<file path="src/rtl/seq_sqrt_pkg.sv">
// Shared definitions for the square-root datapath (seq_sqrt) and its
// inverse-square-root neighbours.
//   - state_t       : control state of the iterative root unit
//   - SQRT_*        : default radicand/root formats (3.8 in, 2.5 out)
//   - rad_shift()   : left shift that aligns the radicand binary point with
//                     twice the root's fractional bits
package seq_sqrt_pkg;

  typedef enum logic [1:0] {
    IDLE = 2'd0,
    CALC = 2'd1,
    DONE = 2'd2
  } state_t;

  localparam int SQRT_IN_W     = 11;
  localparam int SQRT_IN_FRAC  = 8;
  localparam int SQRT_OUT_W    = 7;
  localparam int SQRT_OUT_FRAC = 5;

  function automatic int rad_shift(input int out_frac, input int in_frac);
    return 2 * out_frac - in_frac;
  endfunction

  localparam int SQRT_RAD_SHIFT = rad_shift(SQRT_OUT_FRAC, SQRT_IN_FRAC);

endpackage

</file>
<file path="src/rtl/seq_sqrt_step.sv">
// One restoring digit-recurrence square-root iteration (combinational).
// Ports:
//   rem_i  [OUT_W+1:0] : partial remainder
//   root_i [OUT_W-1:0] : partial root
//   bits_i [1:0]       : next two radicand bits, MSB first
//   rem_o, root_o      : updated remainder / root
module seq_sqrt_step #(
  parameter int OUT_W = 7
) (
  input  logic [OUT_W+1:0] rem_i,
  input  logic [OUT_W-1:0] root_i,
  input  logic [1:0]       bits_i,
  output logic [OUT_W+1:0] rem_o,
  output logic [OUT_W-1:0] root_o
);

  localparam int RW = OUT_W + 2;

  // Shifted remainder and trial are kept two bits wider than the stored
  // remainder so the compare never wraps; the result always fits in RW bits.
  logic [RW+1:0] rem_sh;
  logic [RW+1:0] trial;
  logic          ge;

  assign rem_sh = {rem_i, bits_i};
  assign trial  = {2'b00, root_i, 2'b01};
  assign ge     = (rem_sh >= trial);

  assign rem_o  = ge ? RW'(rem_sh - trial) : RW'(rem_sh);
  assign root_o = OUT_W'({root_i, ge});

endmodule

</file>
<file path="src/rtl/seq_sqrt.sv">
// Iterative square root: unsigned 3.8 radicand in, floor root as unsigned
// 2.5 out, one root bit per clock, valid/ready on both sides.
// Ports:
//   clk, rst_n          : clock, asynchronous active-low reset
//   in_valid/in_ready   : radicand handshake, in_data sampled on accept
//   out_valid/out_ready : result handshake, result held until taken
//   out_root            : floor(sqrt(in_data)), OUT_W bits
//   out_exact           : final remainder is zero
module seq_sqrt
  import seq_sqrt_pkg::*;
#(
  parameter int IN_W     = SQRT_IN_W,
  parameter int IN_FRAC  = SQRT_IN_FRAC,
  parameter int OUT_W    = SQRT_OUT_W,
  parameter int OUT_FRAC = SQRT_OUT_FRAC
) (
  input  logic             clk,
  input  logic             rst_n,
  input  logic             in_valid,
  output logic             in_ready,
  input  logic [IN_W-1:0]  in_data,
  output logic             out_valid,
  input  logic             out_ready,
  output logic [OUT_W-1:0] out_root,
  output logic             out_exact
);

  localparam int SHIFT = rad_shift(OUT_FRAC, IN_FRAC);
  localparam int RADW  = 2 * OUT_W;
  localparam int RW    = OUT_W + 2;
  localparam int CW    = (OUT_W > 1) ? $clog2(OUT_W) : 1;

  if (2 * OUT_FRAC < IN_FRAC) begin : g_bad_frac
    $error("seq_sqrt: 2*OUT_FRAC must be >= IN_FRAC");
  end
  if (IN_W + SHIFT > RADW) begin : g_bad_width
    $error("seq_sqrt: scaled radicand does not fit in 2*OUT_W bits");
  end

  state_t           state_q, state_d;
  logic [RADW-1:0]  rad_q, rad_d;
  logic [RW-1:0]    rem_q, rem_d;
  logic [OUT_W-1:0] root_q, root_d;
  logic [CW-1:0]    cnt_q, cnt_d;

  logic [RADW-1:0]  rad_in;
  logic [RW-1:0]    step_rem;
  logic [OUT_W-1:0] step_root;
  logic             accept;

  assign rad_in = RADW'(in_data) << SHIFT;

  seq_sqrt_step #(
    .OUT_W (OUT_W)
  ) u_step (
    .rem_i  (rem_q),
    .root_i (root_q),
    .bits_i (rad_q[RADW-1 -: 2]),
    .rem_o  (step_rem),
    .root_o (step_root)
  );

  assign in_ready = (state_q == IDLE) || ((state_q == DONE) && out_ready);
  assign accept   = in_valid && in_ready;

  always_comb begin
    state_d = state_q;
    rad_d   = rad_q;
    rem_d   = rem_q;
    root_d  = root_q;
    cnt_d   = cnt_q;
    case (state_q)
      IDLE: begin
        if (accept) begin
          state_d = CALC;
          rad_d   = rad_in;
          rem_d   = '0;
          root_d  = '0;
          cnt_d   = CW'(OUT_W - 1);
        end
      end
      CALC: begin
        // Radicand is consumed two bits per cycle from the top.
        rad_d  = rad_q << 2;
        rem_d  = step_rem;
        root_d = step_root;
        if (cnt_q == '0) begin
          state_d = DONE;
        end else begin
          cnt_d = cnt_q - 1'b1;
        end
      end
      DONE: begin
        if (out_ready) begin
          if (in_valid) begin
            // Result leaves and the next radicand enters on the same edge.
            state_d = CALC;
            rad_d   = rad_in;
            rem_d   = '0;
            root_d  = '0;
            cnt_d   = CW'(OUT_W - 1);
          end else begin
            state_d = IDLE;
          end
        end
      end
      default: state_d = IDLE;
    endcase
  end

  always_ff @(posedge clk or negedge rst_n) begin
    if (!rst_n) begin
      state_q <= IDLE;
      rad_q   <= '0;
      rem_q   <= '0;
      root_q  <= '0;
      cnt_q   <= '0;
    end else begin
      state_q <= state_d;
      rad_q   <= rad_d;
      rem_q   <= rem_d;
      root_q  <= root_d;
      cnt_q   <= cnt_d;
    end
  end

  assign out_valid = (state_q == DONE);
  assign out_root  = root_q;
  // Gated by DONE so the cleared remainder after reset does not read as exact.
  assign out_exact = (state_q == DONE) && (rem_q == '0);

endmodule

</file>
<file path="config.mk">
export PLATFORM = sky130hd
export DESIGN_NAME = seq_sqrt
export DESIGN_NICKNAME = d
export VERILOG_FILES = /design/src/rtl/seq_sqrt_pkg.sv /design/src/rtl/seq_sqrt_step.sv /design/src/rtl/seq_sqrt.sv
export SDC_FILE = /design/constraint.sdc
export NUM_CORES = 1
export LEC_CHECK = 0
export ABC_AREA = 0
export CAP_MARGIN = 20
export CORE_MARGIN = 5
export CORE_UTILIZATION = 30
export DETAILED_ROUTE_END_ITERATION = 6
export PLACE_DENSITY = 0.51
export SKIP_LAST_GASP = 1
export SLEW_MARGIN = 20
export SYNTH_ARGS = -nofsm -noshare
export SYNTH_HDL_FRONTEND = slang
export SYNTH_SLANG_ARGS = --single-unit
</file>
<file path="constraint.sdc">
create_clock -name clk -period 4.5 [get_ports clk]
set_input_delay 0.9 -clock clk [delete_from_list [all_inputs] [get_ports clk]]
set_output_delay 0.9 -clock clk [all_outputs]
set_load 0.02 [all_outputs]
</file>
# After elaboration in Yosys (flattened, before gate mapping)
# Cells that the tools add are included.
# classes
addsub	2
magnitude_cmp	1
n_eq_ne	7
n_mux	23
reduce_logical	11
# op_table
cell	count
two-way mux 14 bit	3
one-hot mux 14 bit (3 select lines)	1
two-way mux 9 bit	4
one-hot mux 9 bit (3 select lines)	1
two-way mux 7 bit	3
one-hot mux 7 bit (3 select lines)	1
two-way mux 3 bit	4
>= comparator 11 x 9 -> 1 bit	1
logical NOT 9 bit	1
one-hot mux 3 bit (3 select lines)	1
subtractor 9 bit	1
inequality test 2 bit, second input constant	4
two-way mux 2 bit	3
one-hot mux 2 bit (3 select lines)	1
AND reduction 5 bit	1
AND reduction 4 bit	1
logical AND 1 bit	3
logical NOT 3 bit	1
AND reduction 3 bit	1
nonzero test 3 bit	1
subtractor 3 x 1 -> 3 bit, second input constant	1
equality test 2 x 1 -> 1 bit, second input constant	1
equality test 2 bit, second input constant	1
logical NOT 2 bit	1
3 further kinds	3
# totals
ff_bits	35
out_inout_bits	10

# Logic depth before layout (Yosys ltp)
# logic_depth
depth_word	6
depth_mapped	9

# By module
# From an unflattened synthesis, not the netlist that was laid out.
# hier_totals
hier_cells	238
area_unflattened_um2	2078.2
# by_module_without_submodules
mod	instances	cells_per_inst	area_each_um2	seq_area_each_um2
seq_sqrt	1	162	1485.2	825.8
seq_sqrt_step	1	76	593.1	0.0

# Worst setup path before layout
# Ideal clock, no wire load.
# synth_timing
path_type	register to output
startpoint	register state_q[0]
endpoint	output port out_exact
t_arrival_ns	1.555
t_required_ns	3.600
setup_slack_ns	2.045
stages_incl_launch_ff	4
n_path_buf	0
cell_sequence	dfrtp_1 > nor2b_1 > nand3_1 > nor4_1
# synth_between
elab_chain_cells	2
# synth_lines
element	line_no	source
from (decl)	seq_sqrt.sv:40	state_t state_q, state_d;
from (signal assigned)	seq_sqrt.sv:119	state_q <= state_d;
equality test 2 bit	--	
named net out_valid	seq_sqrt.sv:22	output logic out_valid,
logical AND 1 bit	seq_sqrt.sv:130	assign out_exact = (state_q == DONE) && (rem_q == '0);
to (decl)	seq_sqrt.sv:25	output logic out_exact
# The timed path passes the listed nets, and every way through them passes these cells.

# Worst setup path after layout
# layout_timing
startpoint	input port out_ready
endpoint	output port in_ready
# layout_between
elab_chain_cells	2
# layout_lines
element	line_no	source
from (decl)	seq_sqrt.sv:23	input logic out_ready,
logical AND 1 bit	seq_sqrt.sv:63	assign in_ready = (state_q == IDLE) || ((state_q == DONE) && out_ready);
logical OR 1 bit	seq_sqrt.sv:63	
to (decl)	seq_sqrt.sv:20	output logic in_ready,
# Every way passes these cells.

==> run_results.csv <==
group,metric,value,unit
status,status,"finished clean",
power,swShare,0.452,
die,core_area,6350,um^2
power,p_clk_frac,0.110,
power,switching_power,0.873,mW
global_route,grt_pass1_vias,1536,
drt,wirelength,4.26,mm
yosys,async_reset_ff_frac,1.00,
critical_path,crit_top_cell,"clkdlybuf4s50_1",
power,ir_worst_vdd,285,uV
clocking,cts_htree_levels,2,
critical_path,max_stage_delay,640,ps
drt,wl_per_cell,13.6,um
final_layout,diodes,0,
clocking,postCtsSetupBuffers,0,
yosys,synth_nets,238,
clocking,cts_tree,"built",
yosys,yosysWarnings,0,
critical_path,cp_max_fo,3,
final_layout,multiInputGateArea,1020,um^2
die,die_x,90.7,um
clocking,holdBufCountCts,0,
timing,slew_viol_final,0,
drt,dr.pass1.iters,4,
yosys,synth_cell_types,38,
critical_path,crit_buf_inv,3,
critical_path,slowest_stage,"clkdlybuf4s50_1",
timing,grt_setup_unrepaired,"false",
critical_path,critPathArrivalTime,2230,ps
timing,relSlewSlack,0.469,
yosys,synth_ff_type,"dfrtp_1",
power,power_density,823,nW/um^2
placed_design,place_ws,1370,ps
die,initial_core_util,0.308,
yosys,synth_cells,212,
die,std_cell_rows,29,
run,max_cap_viol_count,0,
clocking,cts_resized,0,
power,p_leak,1.09,nW
clocking,cts_buffer_depth,2,
timing,fin_ws,1370,ps
timing,fin_setup_tns,0,ps
die,dieHeight,90.7,um
final_layout,seq_area,826,um^2
drt,drc_errors,0,
yosys,synth_area,1950,um^2
clocking,cts.sinks,33,
yosys,ys_ff_latch,33,
power,combPwrFrac,0.614,
critical_path,required,3600,ps
clocking,ctsRootBufferMaster,"clkbuf_8",
global_route,grt.total_usage,0.110,
final_layout,syn_to_final_growth,19.9,%
placed_design,gp_congestion,0.771,
final_layout,post-route-util,0.369,
timing,period_share,0.695,
final_layout,nFillCells,659,
critical_path,cp_top_family,"buffers and inverters",
timing,skew,4.37,ps
clocking,cts_made_buffers,5,
power,power.internal,1.06,mW
die,ioPinCount,25,
drt,vias_per_cell,4.99,
critical_path,crit_chain,"clkdlybuf4s50_1 > inv_1 > a21oi_1 > clkdlybuf4s50_1",
timing,hold_viol,0,
timing,clock.fmax,320,MHz
final_layout,final_area,2340,um^2
global_route,grt_start_max_net_pins,23,
hold_path,min_path_type,"reg2reg",
drt,drt_iter0_markers,44,
critical_path,path_class,"in2out",
final_layout,nNetsFinal,262,
critical_path,end_kind,"output pin",
clocking,clk_pin_slew,60,ps
global_route,grt_pass1_wl,7.49,mm
timing,period_needed,3130,ps
power,pwr-share-seq,0.276,
timing,setup_viol,0,
clocking,clock_latency,280,ps
final_layout,stdcell_count,314,
power,p_total,1.93,mW
global_route,grt_remaining_overflow,0,
final_layout,drive_above_1_share,0.0549,
placed_design,place_inst,306,
yosys,syn_avg_cell_area,9.22,um^2
timing,worst_pin_slew,795,ps
placed_design,placed_area,2260,um^2
drt,vias,1567,
die,die-area,8230,um^2
timing,holdWs,482,ps
drt,ant_nets,0,
placed_design,port_buffers,24,
yosys,synth_edf_count,0,
critical_path,worstSetupStartpointType,"primary input",
global_route,grt_antenna_before_repair,0,
placed_design,dpl.hpwl,3.19,mm
yosys,seq_area_frac_synth,0.423,
final timing paths:
path / depth (start not counted) / slack (ps) / start / to
min reg2reg: 2 / 480 / rad_q[2] / rad_q[4]
max reg2reg: 7 / 2300 / out_root[6] / rem_q[1]
max: 4 / 1370 / out_ready / in_ready
min in group asynchronous: 1 / 1080 / rst_n / rad_q[5]
min: 2 / 480 / rad_q[2] / rad_q[4]
max in group asynchronous: 2 / 2690 / rst_n / out_root[0]
cell families (layout without fill, tap and decap cells):
kind of cell,Yosys count,after routing,share of synthesized area
AO/OA/AOI/OAI,50,50,0.166
XOR/XNOR,6,6,0.0269
adder cells (fa/ha/maj),11,11,0.0704
buffers and inverters,26,51,0.0563
flip-flops,33,33,0.423
multiplexers,19,19,0.0973
AND/OR/NAND/NOR,67,67,0.161
cell usage in the layout (no fill, tap or decap), types with 4 or more instances in the layout:
master | netlist | routed
nand3_1 | 5 | 5
nor2_1 | 13 | 13
clkbuf_8 | 0 | 5
dfrtp_1 | 33 | 33
nand2_1 | 30 | 30
ha_1 | 11 | 11
clkdlybuf4s50_1 | 0 | 24
inv_1 | 16 | 16
a21oi_1 | 4 | 4
o21ai_1 | 8 | 8
nor3_1 | 4 | 4
xor2_1 | 4 | 4
o21ai_0 | 20 | 20
mux2i_1 | 19 | 19
layer usage:
layer / track usage / wire length, um
met5: 0 / 0
met4: 0.0261 / 34
met3: 0.0275 / 162
met2: 0.169 / 1900
met1: 0.155 / 2160
state kept, by name, indices dropped and copies added, names as in the netlist:
name      flops
rad_q        12
rem_q         9
out_root      7
cnt_q         3
state_q       2
power by group through the flow:
stage	sequential, mW	clock, mW	combinational (mW)
floorplan	0.543	0	0.902
global placement	0.538	0	1.20
detailed placement	0.539	0	1.20
CTS	0.534	0.222	1.20
global route	0.555	0.235	1.35
finish	0.532	0.213	1.19
Yosys cell counts, types with 4 or more instances:
cell type / number / area share
dfrtp_1: 33 / 0.42
nand2_1: 30 / 0.058
o21ai_0: 20 / 0.051
mux2i_1: 19 / 0.097
inv_1: 16 / 0.031
nor2_1: 13 / 0.025
ha_1: 11 / 0.070
o21ai_1: 8 / 0.020
clkbuf_1: 5 / 0.0096
nand3_1: 5 / 0.013
a21oi_1: 4 / 0.010
buf_2: 4 / 0.010
nor3_1: 4 / 0.010
xor2_1: 4 / 0.018
worst register-to-register path: stages (launching register included):
cell and delay (ps):
dfrtp_1 370, inv_1 50, ha_1 350, a2111oi_2 380
o21ai_1 150, a211o_2 430, mux2i_1 170, a22o_1 190
final cells by class:
cell class                      count  area share
Clock buffer                        8      0.0342
Inverter                           16      0.0256
Multi-Input combinational cell    153       0.435
Sequential cell                    33       0.352
Tap cell                           77      0.0411
Timing Repair Buffer               27       0.112
Power figures use the tool's default switching activity.
